<file path="src/rtl/ez8_prog_loader.sv">
// ez8_prog_loader: receives a framed program image over a byte stream and
// writes it word by word into ez8 instruction memory, holding the CPU in
// reset until a complete (and, optionally, checksum-verified) image is loaded.
// Frame: A5, len_hi (low nibble used), len_lo, len x {hi, lo} [, checksum].
// Optional feature macro: PROG_LOADER_CHECKSUM_EN adds the trailing checksum
// byte (mod-256 sum of all data bytes) and its CSUM state.
module ez8_prog_loader (
  input  logic        clk,
  input  logic        reset,
  input  logic [7:0]  in_data,
  input  logic        in_valid,
  output logic        in_ready,
  output logic [11:0] instr_writeaddr,
  output logic [15:0] instr_writedata,
  output logic        instr_write_en,
  output logic        cpu_reset,
  output logic        loading,
  output logic        done,
  output logic        error
);

  localparam int unsigned BYTE_W = 8;
  localparam int unsigned ADDR_W = 12;
  localparam int unsigned WORD_W = 16;
  localparam logic [BYTE_W-1:0] SYNC_BYTE = 8'hA5;

  typedef enum logic [2:0] {
    S_IDLE    = 3'd0,
    S_LEN_HI  = 3'd1,
    S_LEN_LO  = 3'd2,
    S_DATA_HI = 3'd3,
    S_DATA_LO = 3'd4,
`ifdef PROG_LOADER_CHECKSUM_EN
    S_CSUM    = 3'd5,
`endif
    S_RUN     = 3'd6,
    S_ERROR   = 3'd7
  } state_t;

  state_t              state_q, state_d;
  logic [ADDR_W-1:0]   len_q, len_d;
  logic [ADDR_W-1:0]   idx_q, idx_d;
  logic [BYTE_W-1:0]   hi_q, hi_d;
  logic [ADDR_W-1:0]   waddr_q, waddr_d;
  logic [WORD_W-1:0]   wdata_q, wdata_d;
  logic                we_q, we_d;
  logic                cpu_reset_q, cpu_reset_d;
  logic                loading_q, loading_d;
  logic                done_q, done_d;
  logic                error_q, error_d;
`ifdef PROG_LOADER_CHECKSUM_EN
  logic [BYTE_W-1:0]   csum_q, csum_d;
`endif
  logic                accept;
  logic                last_word;

  // The loader never back-pressures the host link.
  assign in_ready  = 1'b1;
  assign accept    = in_valid & in_ready;
  // len is never 0 in the data states, so len-1 cannot underflow there.
  assign last_word = (idx_q == (len_q - ADDR_W'(1)));

  // Next-state, datapath and registered-output computation.
  always_comb begin
    state_d = state_q;
    len_d   = len_q;
    idx_d   = idx_q;
    hi_d    = hi_q;
    waddr_d = waddr_q;
    wdata_d = wdata_q;
    we_d    = 1'b0;
`ifdef PROG_LOADER_CHECKSUM_EN
    csum_d  = csum_q;
`endif

    unique case (state_q)
      S_IDLE, S_RUN, S_ERROR: begin
        if (accept && (in_data == SYNC_BYTE)) begin
          state_d = S_LEN_HI;
`ifdef PROG_LOADER_CHECKSUM_EN
          csum_d  = '0;
`endif
        end
      end
      S_LEN_HI: begin
        if (accept) begin
          len_d[11:8] = in_data[3:0];
          state_d     = S_LEN_LO;
        end
      end
      S_LEN_LO: begin
        if (accept) begin
          len_d[7:0] = in_data;
          idx_d      = '0;
          state_d    = ({len_q[11:8], in_data} == '0) ? S_ERROR : S_DATA_HI;
        end
      end
      S_DATA_HI: begin
        if (accept) begin
          hi_d    = in_data;
`ifdef PROG_LOADER_CHECKSUM_EN
          csum_d  = BYTE_W'(csum_q + in_data);
`endif
          state_d = S_DATA_LO;
        end
      end
      S_DATA_LO: begin
        if (accept) begin
          we_d    = 1'b1;
          waddr_d = idx_q;
          wdata_d = {hi_q, in_data};
          idx_d   = ADDR_W'(idx_q + ADDR_W'(1));
`ifdef PROG_LOADER_CHECKSUM_EN
          csum_d  = BYTE_W'(csum_q + in_data);
          state_d = last_word ? S_CSUM : S_DATA_HI;
`else
          state_d = last_word ? S_RUN : S_DATA_HI;
`endif
        end
      end
`ifdef PROG_LOADER_CHECKSUM_EN
      S_CSUM: begin
        if (accept) begin
          state_d = (in_data == csum_q) ? S_RUN : S_ERROR;
        end
      end
`endif
      default: state_d = S_IDLE;
    endcase

    // Status flags follow the state being entered so they change with it.
    cpu_reset_d = (state_d != S_RUN);
    done_d      = (state_d == S_RUN);
    error_d     = (state_d == S_ERROR);
    loading_d   = (state_d == S_LEN_HI) || (state_d == S_LEN_LO) ||
                  (state_d == S_DATA_HI) || (state_d == S_DATA_LO)
`ifdef PROG_LOADER_CHECKSUM_EN
                  || (state_d == S_CSUM)
`endif
                  ;
  end

  // State and output registers with synchronous reset.
  always_ff @(posedge clk) begin
    if (reset) begin
      state_q     <= S_IDLE;
      len_q       <= '0;
      idx_q       <= '0;
      hi_q        <= '0;
      waddr_q     <= '0;
      wdata_q     <= '0;
      we_q        <= 1'b0;
      cpu_reset_q <= 1'b1;
      loading_q   <= 1'b0;
      done_q      <= 1'b0;
      error_q     <= 1'b0;
`ifdef PROG_LOADER_CHECKSUM_EN
      csum_q      <= '0;
`endif
    end else begin
      state_q     <= state_d;
      len_q       <= len_d;
      idx_q       <= idx_d;
      hi_q        <= hi_d;
      waddr_q     <= waddr_d;
      wdata_q     <= wdata_d;
      we_q        <= we_d;
      cpu_reset_q <= cpu_reset_d;
      loading_q   <= loading_d;
      done_q      <= done_d;
      error_q     <= error_d;
`ifdef PROG_LOADER_CHECKSUM_EN
      csum_q      <= csum_d;
`endif
    end
  end

  assign instr_writeaddr = waddr_q;
  assign instr_writedata = wdata_q;
  assign instr_write_en  = we_q;
  assign cpu_reset       = cpu_reset_q;
  assign loading         = loading_q;
  assign done            = done_q;
  assign error           = error_q;

endmodule

</file>
<file path="config.mk">
export PLATFORM = sky130hd
export DESIGN_NAME = ez8_prog_loader
export DESIGN_NICKNAME = d
export VERILOG_FILES = /design/src/rtl/ez8_prog_loader.sv
export SDC_FILE = /design/constraint.sdc
export NUM_CORES = 1
export LEC_CHECK = 0
export ABC_AREA = 1
export BUFFER_PORTS_ARGS = -buffer_cell sky130_fd_sc_hd__buf_2
export CORE_MARGIN = 1.5
export CORE_UTILIZATION = 40
export DETAILED_ROUTE_END_ITERATION = 10
export GPL_ROUTABILITY_DRIVEN = 0
export MAX_ROUTING_LAYER = met4
export SLEW_MARGIN = 20
export SYNTH_ARGS = -nofsm -noshare
export SYNTH_HDL_FRONTEND = slang
export SYNTH_SLANG_ARGS = --single-unit
export TNS_END_PERCENT = 50
</file>
<file path="constraint.sdc">
create_clock -name clk -period 3.57 [get_ports clk]
set_input_delay 0.357 -clock clk [delete_from_list [all_inputs] [get_ports clk]]
set_output_delay 0.357 -clock clk [all_outputs]
set_load 0.02 [all_outputs]
</file>
==> results_dict.tcl <==
set metrics [dict create \
    synth_cell_types 35 \
    clock_skew_ns 0.009466 \
    fin_crit_sh_pct 61.93 \
    synthesis.area_per_instance_um2 7.232 \
    remaining_drc_errors 0 \
    h-tree-depth 3 \
    root_buffer "clkbuf_8" \
    cts_setup_buffers 0 \
    syn_inst 427 \
    clock_latency_ns 0.35 \
    cts_resized 0 \
    port_buffers 43 \
    tns_ns 0 \
    core-area_um2 7370 \
    clockPowerShare_pct 44.5 \
    synth_xor_area_share_pct 2.269 \
    synth.most_common_cell "dfxtp_1" \
    dieArea_um2 8256 \
    detail-route-antenna-nets 0 \
    finalWorstPathRequiredPeriod_ns 2.211 \
    synth_fa_ha_area_share_pct 0.8104 \
    area_growth_pct 15.72 \
    drive_gt1_share_pct 18.47 \
    clockBufferDepth 2 \
    cts_buffers 9 \
    clock.fmax_mhz 452.3 \
    crit_fanout 46 \
    drt-initial-drc-count 187 \
    p_leak_nw 1.679 \
    synth_compound_area_share_pct 17.59 \
    die_y_um 90.86 \
    holdWs_ns 0.3201 \
    overflow 0 \
    status "complete, no violations" \
    clkTransAtPathRegs_ns 0.07 \
    synth_top_family_by_area "simple AND/OR/NAND/NOR gates" \
    setup_ws_ns 1.359 \
    p_comb_share_pct 3.0 \
    p_switching_uw 334.7 \
    cp.arrival_ns 2.45 \
    end_kind "flip-flop" \
    layout.nets 480 \
    wl_per_cell_um 13.44 \
    cap_viol_max_count 0 \
    routed_via_density 4.944 \
    grtUsageTotal_pct 20.35 \
    async_flop_share_pct 0 \
    drt_first_pass_iters 5 \
    dp_slack_ns 1.360 \
    critPathKind "reg -> reg" \
    ir_drop_mv 0.2622 \
    initial_core_util_pct 41.90 \
    num_rows 31 \
    cts.sinks 68 \
    synth.yosys.seq_area_share_pct 44.08 \
    power_density_nw_per_um2 404.1 \
    synth_top_area_share_pct 44.08 \
    start_kind "flip-flop" \
    vias 2818 \
    synth_edf_count 0 \
    p_int_mw 1.109 \
    final_hold_viol_count 0 \
    synth_top_cells_by_count "68 x dfxtp_1, 66 x nand2_1, 64 x nor2_1" \
    report.final.slew_viol_count 0 \
    fin_area_um2 3573 \
    grt_pass1_wl_mm 12.81 \
    setup_violations 0 \
    syn_area_um2 3088 \
    seqPwrFrac_pct 52.5 \
    hold_buffers 0 \
    worst-slew-pin-transition_ns 0.6342 \
    ys_ff_latch 68 \
    antenna_found_initial 0 \
    diodes 0 \
    die_width_um 90.86 \
    grt_max_degree 47 \
    holdCritPathClass "in -> reg" \
    wl_mm 7.659 \
    yosysWarnings 0 \
    cts_tree "built" \
    yosys.area.top_type "dfxtp_1" \
    synth_area_leaders "dfxtp_1 44%, o21ai_0 8.3%, nand2_1 8.0%" \
    swShare_pct 23.18 \
    grt_setup_unrepaired "false" \
    placedInstanceArea_um2 3373 \
    dp_hpwl_mm 5.653 \
    syn_nets 440 \
    pin_count 45 \
    relSlewSlack_pct 57.56 \
    synth_simple_gate_area_share_pct 27.11 \
    grt_pass1_vias 2671 \
    muxShareOfSynthArea_pct 0 \
    crit_required_ns 3.81 \
    p_total_mw 1.444 \
    synth_ff_type "dfxtp_1" \
]
==> stage by stage <==
step | util [%] | std cells
final | 48.49 | 570
after global routing | 48.49 | 570
after CTS | 48.49 | 570
after detailed placement | 45.77 | 555
after global placement | 45.77 | 555
after floorplan | - | 427
==> state kept, by name, indices dropped and copies added (netlist names) <==
register,flops
instr_writedata,16
idx_q,12
instr_writeaddr,12
len_q,12
hi_q,8
state_q,3
cpu_reset,1
done,1
error,1
instr_write_en,1
loading,1
==> cell type report <==
type                    instances  area [µm²]
flip-flops and latches         68        1361
repair buffers                 44       222.7
inverters                      49       186.4
multi-input cells             295        1479
fillers                       745        3796
well taps                      99       123.9
clock inverters                 5       62.56
clock buffers                  10       137.6
==> kinds of logic after synthesis <==
logic type                 Yosys count
AOI/OAI and AO/OA                  105
xor gates and xnor gates             8
adders and majority gates            2
buffers and inverters               64
DFF                                 68
other                                1
and+or+nand+nor                    179
==> layer usage <==
metal | vias to the layer above | part of all wire (%) | routed length (µm) | global-route usage [%]
met5 | - | 0 | 0 | -
met4 | 0 | 1.6 | 123 | 6.771
met3 | 15 | 5.8 | 447 | 7.155
met2 | 77 | 43 | 3326 | 30.33
met1 | 1254 | 49 | 3761 | 25.65
li1 | 1472 | - | - | -
==> power groups by stage <==
stage,logic (mW),registers [mW],clock network [mW]
2_1_floorplan,0.0233,0.776,0
3_3_place_gp,0.0427,0.776,0
3_5_place_dp,0.0423,0.776,0
4_1_cts,0.0425,0.758,0.657
5_1_grt,0.0469,0.758,0.692
6_report,0.0432,0.759,0.642
==> critical path: stages, from the launching register on <==
cell	delay [ns]
dfxtp_1	0.42
inv_2	0.08
nor2_4	0.11
inv_2	0.05
nor2_4	0.10
inv_2	0.07
nor2_8	0.40
inv_4	0.21
nand2_8	0.15
nand3_4	0.09
o21ai_1	0.17
o21ai_1	0.09
o21ai_1	0.09
inv_1	0.05
==> layout by cell type (no fill, tap or decap), types with 3 or more instances in the layout <==
cell type,instances
dfxtp_1,68
nand2_1,66
nor2_1,64
o21ai_0,51
buf_2,43
a21oi_1,41
inv_1,38
nand3_1,15
inv_2,10
clkbuf_8,10
nor3_1,9
o21ai_1,8
xnor2_1,6
nor2_2,5
nor3_2,3
nand4_1,3
==> final timing paths <==
check                                         from                  to  slack [ns]  depth (start not counted)
worst max-delay path                    state_q[2]           idx_q[10]        1.36                         13
worst max register to register          state_q[2]           idx_q[10]        1.36                         13
worst min-delay path                    in_data[5]            len_q[5]        0.32                          3
worst min register to register  instr_writeaddr[0]  instr_writeaddr[0]        0.48                          2
Note: power is estimated with default switching activity, not from simulation.
